===== src/rtl/reorder_buffer.sv =====
// In-order retirement buffer: entries are allocated in program order at rename, marked
// complete by tag from EXE/MEM, and retired oldest-first, one per cycle, toward RRAT/free list.
module reorder_buffer #(
    parameter int DEPTH  = 16,
    parameter int TAG_W  = 4,
    parameter int PHYS_W = 6
) (
    input  logic              CLK,
    input  logic              RESET,
    input  logic              flush,

    input  logic              alloc_valid,
    input  logic [4:0]        alloc_arch_dst,
    input  logic [PHYS_W-1:0] alloc_new_phys,
    input  logic [PHYS_W-1:0] alloc_old_phys,
    input  logic              alloc_regwrite,
    input  logic [31:0]       alloc_pc,
    output logic              alloc_ready,
    output logic [TAG_W-1:0]  alloc_tag,

    input  logic              cmpl_exe_valid,
    input  logic [TAG_W-1:0]  cmpl_exe_tag,
    input  logic              cmpl_mem_valid,
    input  logic [TAG_W-1:0]  cmpl_mem_tag,

    output logic              retire_valid,
    output logic [4:0]        retire_arch_dst,
    output logic [PHYS_W-1:0] retire_new_phys,
    output logic [PHYS_W-1:0] retire_old_phys,
    output logic              retire_regwrite,
    output logic [31:0]       retire_pc,

    output logic [TAG_W:0]    count,
    output logic              empty
);

    localparam logic [TAG_W:0] FULL_CNT = (TAG_W + 1)'(DEPTH);

    logic [TAG_W-1:0]  head_q;
    logic [TAG_W-1:0]  tail_q;
    logic [TAG_W:0]    count_q;

    logic [DEPTH-1:0]  valid_q;
    logic [DEPTH-1:0]  done_q;
    logic [DEPTH-1:0]  valid_d;
    logic [DEPTH-1:0]  done_d;

    logic [4:0]        arch_q  [DEPTH];
    logic [PHYS_W-1:0] new_q   [DEPTH];
    logic [PHYS_W-1:0] old_q   [DEPTH];
    logic              regw_q  [DEPTH];
    logic [31:0]       pc_q    [DEPTH];

    logic              alloc_fire;
    logic              retire_fire;

    assign alloc_ready = (count_q != FULL_CNT);
    assign alloc_tag   = tail_q;
    assign count       = count_q;
    assign empty       = (count_q == '0);

    assign alloc_fire  = alloc_valid && alloc_ready && !flush;
    // Retire looks only at registered flags, so a completion needs one edge to become visible.
    assign retire_fire = valid_q[head_q] && done_q[head_q] && !flush;

    always_comb begin
        valid_d = valid_q;
        done_d  = done_q;
        if (cmpl_exe_valid && valid_q[cmpl_exe_tag]) begin
            done_d[cmpl_exe_tag] = 1'b1;
        end
        if (cmpl_mem_valid && valid_q[cmpl_mem_tag]) begin
            done_d[cmpl_mem_tag] = 1'b1;
        end
        if (retire_fire) begin
            valid_d[head_q] = 1'b0;
            done_d[head_q]  = 1'b0;
        end
        // Tail can only coincide with head when empty (head invalid) or full (alloc blocked).
        if (alloc_fire) begin
            valid_d[tail_q] = 1'b1;
            done_d[tail_q]  = 1'b0;
        end
        if (flush) begin
            valid_d = '0;
            done_d  = '0;
        end
    end

    always_ff @(posedge CLK or negedge RESET) begin
        if (!RESET) begin
            head_q          <= '0;
            tail_q          <= '0;
            count_q         <= '0;
            valid_q         <= '0;
            done_q          <= '0;
            retire_valid    <= 1'b0;
            retire_arch_dst <= '0;
            retire_new_phys <= '0;
            retire_old_phys <= '0;
            retire_regwrite <= 1'b0;
            retire_pc       <= '0;
        end else begin
            valid_q <= valid_d;
            done_q  <= done_d;
            if (flush) begin
                head_q       <= '0;
                tail_q       <= '0;
                count_q      <= '0;
                retire_valid <= 1'b0;
            end else begin
                retire_valid <= retire_fire;
                if (alloc_fire) begin
                    tail_q <= tail_q + 1'b1;
                end
                if (retire_fire) begin
                    head_q          <= head_q + 1'b1;
                    retire_arch_dst <= arch_q[head_q];
                    retire_new_phys <= new_q[head_q];
                    retire_old_phys <= old_q[head_q];
                    retire_regwrite <= regw_q[head_q] && (arch_q[head_q] != 5'd0);
                    retire_pc       <= pc_q[head_q];
                end
                case ({alloc_fire, retire_fire})
                    2'b10:   count_q <= count_q + 1'b1;
                    2'b01:   count_q <= count_q - 1'b1;
                    default: count_q <= count_q;
                endcase
            end
        end
    end

    // Payload is qualified by valid_q, so it needs no reset.
    always_ff @(posedge CLK) begin
        if (alloc_fire) begin
            arch_q[tail_q] <= alloc_arch_dst;
            new_q[tail_q]  <= alloc_new_phys;
            old_q[tail_q]  <= alloc_old_phys;
            regw_q[tail_q] <= alloc_regwrite;
            pc_q[tail_q]   <= alloc_pc;
        end
    end

endmodule


===== config.mk =====
export PLATFORM = sky130hd
export DESIGN_NAME = reorder_buffer
export DESIGN_NICKNAME = d
export VERILOG_FILES = /design/src/rtl/reorder_buffer.sv
export SDC_FILE = /design/constraint.sdc
export NUM_CORES = 1
export LEC_CHECK = 0
export ABC_AREA = 1
export BUFFER_PORTS_ARGS = -buffer_cell sky130_fd_sc_hd__buf_4
export CAP_MARGIN = 20
export CELL_PAD_IN_SITES_DETAIL_PLACEMENT = 0
export CELL_PAD_IN_SITES_GLOBAL_PLACEMENT = 1
export CORE_ASPECT_RATIO = 1.5
export CORE_UTILIZATION = 30
export DETAILED_ROUTE_END_ITERATION = 7
export GPL_TIMING_DRIVEN = 0
export PLACE_DENSITY_LB_ADDON = 0.05
export SETUP_SLACK_MARGIN = 0.02
export SLEW_MARGIN = 20
export SYNTH_ARGS = -nofsm -noshare
export SYNTH_HDL_FRONTEND = slang
export SYNTH_SLANG_ARGS = --single-unit

===== constraint.sdc =====
create_clock -name CLK -period 7.4 [get_ports CLK]
set_clock_uncertainty 0.05 [all_clocks]
set_input_delay 0.74 -clock CLK [delete_from_list [all_inputs] [get_ports CLK]]
set_output_delay 0.74 -clock CLK [all_outputs]
set_load 0.01 [all_outputs]

==> results.sh <==
export IMPL_ir_drop_mv=0.170
export IMPL_clockBufferDepth=3
export IMPL_nets=3324
export IMPL_period_minus_slack_ns=3.41
export IMPL_wire_per_inst_um=28.6
export IMPL_final_area_um2=43100
export IMPL_drt_pre_antenna_iters=7
export IMPL_worstSetupPathType="reg -> reg"
export IMPL_drc=0
export IMPL_dp_hpwl_um=95600
export IMPL_ant_nets=0
export IMPL_swShare_pct=21.2
export IMPL_synth_fp_nets=3057
export IMPL_cts_root_buf="clkbuf_16"
export IMPL_cp_end_kind="register"
export IMPL_grt_max_degree=60
export IMPL_preCtsSetupSlack_ns=3.80
export IMPL_clkSinkCount=896
export IMPL_final_setup_tns_ns=0
export IMPL_path_cells="nor2_1 -> clkbuf_1 -> buf_1 -> nand2_1 -> nand3_1 -> a21oi_1 -> o21ai_1"
export IMPL_die_h_um=425
export IMPL_grt_overflow=0
export IMPL_num_io_pins=126
export IMPL_final_util_pct=36.3
export IMPL_min_period_over_period_pct=46.1
export IMPL_die_w_um=284
export IMPL_post_synth_cell_area_avg_um2=12.0
export IMPL_status="finished, final reports clean"
export IMPL_slowest_delay_ns=0.87
export IMPL_placed_area_um2=39900
export IMPL_grt_usage_pct=23.1
export IMPL_vias=24900
export IMPL_grt_pass1_wl_um=195000
export IMPL_pwr_share_comb_pct=2.5
export IMPL_ys_seq_area_share_pct=73.7
export IMPL_cp_arrival_ns=3.98
export IMPL_top_layer="met5"
export IMPL_fill_cells=11600
export IMPL_drtIter0Drc=1995
export IMPL_numCtsBuffers=93
export IMPL_dieArea_um2=121000
export IMPL_rows=155
export IMPL_crit_slowest_cell="buf_1"
export IMPL_ys_warn_count=0
export IMPL_power_density_nw_per_um2=250
export IMPL_grt_pass1_vias=25200
export IMPL_dr_wl_met2_um=74000
export IMPL_tightest_slew_ns=1.13
export IMPL_p_leak_nw=15.2
export IMPL_p_clk_share_pct=45.9
export IMPL_start_kind="register"
export IMPL_ys_async_sr_fraction_pct=10.7
export IMPL_via_per_inst=5.07
export IMPL_routabilityCongestion=0.807
export IMPL_maxCapViolations=0
export IMPL_wl_met1_um=56700
export IMPL_ys_ff_latch=896
export IMPL_finalWirelength_um=140000
export IMPL_antenna_found_initial=5
export IMPL_layout_common_cells="800 x edfxtp_1, 503 x nor2_1, 429 x o21ai_0"
export IMPL_dr_wl_met3_um=5910
export IMPL_synth_edf_count=800
export IMPL_final_layout_size_suffix_gt1_share_pct=12.1
export IMPL_power_switching_w=0.00229
export IMPL_path_clk_slew_ns=0.07
export IMPL_synthCells=2981
export IMPL_syn_cell_area_um2=35900
export IMPL_grt_setup_unrepaired="no"
export IMPL_final_common_cell="edfxtp_1"
export IMPL_htree_num_levels=3
export IMPL_timing_fmax_mhz=293
export IMPL_final_setup_viol_count=0
export IMPL_finalHoldViolations=0
export IMPL_start_util_pct=30.2
export IMPL_synth_cell_types=26
export IMPL_synthFlopType="edfxtp_1"
export IMPL_slew_headroom_pct=24.4
export IMPL_internal_power_w=0.00847
export IMPL_syn2layout_area_growth_pct=20.2
export IMPL_clock_latency_ns=0.70
export IMPL_worstPathRequired_ns=7.97
export IMPL_postCtsSetupBuffers=0
export IMPL_worstPathMaxFanout=10
export IMPL_maxSlewViolCount=0
export IMPL_core_area_um2=119000
export IMPL_cts_tree="yes"
export IMPL_port_buffers=124
export IMPL_fin_ws_ns=3.99
export IMPL_holdWs_ns=0.298
export IMPL_p_seq_share_pct=51.6
export IMPL_hold_path_class="in -> reg"
Yosys cell counts (2+ instances only):
library cell,instances,area share [%]
edfxtp_1,800,67
nor2_1,515,5.4
o21ai_0,429,6.0
nand2_1,402,4.2
o22ai_1,200,3.5
clkbuf_1,121,1.3
dfrtp_1,96,6.7
nand3_1,91,1.3
inv_1,89,0.93
a21oi_1,69,0.96
o21ai_1,49,0.68
buf_2,41,0.57
nand4_1,17,0.30
buf_1,11,0.12
ha_1,11,0.38
buf_4,9,0.19
nor3_1,7,0.098
inv_2,6,0.063
nand2_2,6,0.10
nor2_2,5,0.087
xor2_1,2,0.049
power by group through the flow:
stage	clock network, W	logic [W]	registers [W]
after global placement	0	0.000250	0.00567
after global routing	0.00521	0.000295	0.00556
after detailed placement	0	0.000273	0.00566
final	0.00493	0.000269	0.00556
after CTS	0.00505	0.000274	0.00556
after floorplan	0	0.0000789	0.00567
through the flow:
step | cells | power (W)
detailed placement | 4722 | 0.00594
global placement | 4675 | 0.00592
CTS | 4898 | 0.0109
global route | 4899 | 0.0111
floorplan | 2981 | 0.00575
finish | 4900 | 0.0108
cell families (layout without fill, tap and decap cells):
| family | after synthesis | after routing | synth area share, % |
|---|---|---|---|
| compound gates | 748 | 748 | 11.1 |
| xor+xnor | 3 | 3 | 0.0733 |
| fa+ha+maj | 12 | 12 | 0.440 |
| buf+inv | 278 | 625 | 3.17 |
| flops | 896 | 896 | 73.7 |
| other cells | 0 | 2 | 0 |
| simple gates | 1044 | 1044 | 11.5 |
area by class of cell:
type / count / area (um2) / area share [%]
sequential: 896 / 26400 / 61.3
multi-input combinational: 1807 / 8400 / 19.5
clock buffer: 110 / 2490 / 5.77
timing repair buffer: 172 / 2010 / 4.67
tap: 1570 / 1960 / 4.56
buffer: 183 / 785 / 1.82
clock inverter: 65 / 668 / 1.55
inverter: 95 / 369 / 0.856
antenna: 2 / 5.00 / 0.0116
registers in the layout (all words and copies together), names as in the netlist, 5 cells and up:
signal           count
done_q              16
arch_q              80
regw_q              16
retire_arch_dst      5
new_q               96
retire_pc           32
retire_old_phys      6
old_q               96
count                5
valid_q             16
retire_new_phys      6
pc_q               512
metal layers:
layer | GRT usage [%] | vias up
met5 | 0 | -
met1 | 27.7 | 12800
met2 | 42.6 | 653
li1 | - | 11200
met3 | 3.15 | 170
met4 | 6.70 | 6
critical path: cells and delay by family, from the launching register on:
| family | cells | cell delay, ns |
|---|---|---|
| flops | 1 | 0.41 |
| buf+inv | 2 | 1.68 |
| simple gates | 3 | 0.86 |
| compound gates | 2 | 0.32 |
timing repair:
item | 4_1_cts | 5_1_grt
setup endpoints to repair | 0 | 0
hold buffers | 1 | 0
endpoints found under the hold margin | 37 | 0
gates resized for setup | 0 | 0
final timing paths:
| check | cells after the start | endpoint | slack, ns | from |
|---|---|---|---|---|
| min in group asynchronous | 2 | alloc_tag[1] | 0.50 | RESET |
| setup reg to reg | 7 | retire_pc[15] | 3.99 | head_q[2] |
| setup / recovery | 7 | retire_pc[15] | 3.99 | head_q[2] |
| hold reg to reg | 2 | retire_arch_dst[4] | 0.44 | retire_arch_dst[4] |
| max in group asynchronous | 3 | retire_new_phys[0] | 6.03 | RESET |
| hold / removal | 1 | arch_q[12][0] | 0.30 | alloc_arch_dst[0] |
Note: power is estimated with default switching activity, not from simulation.
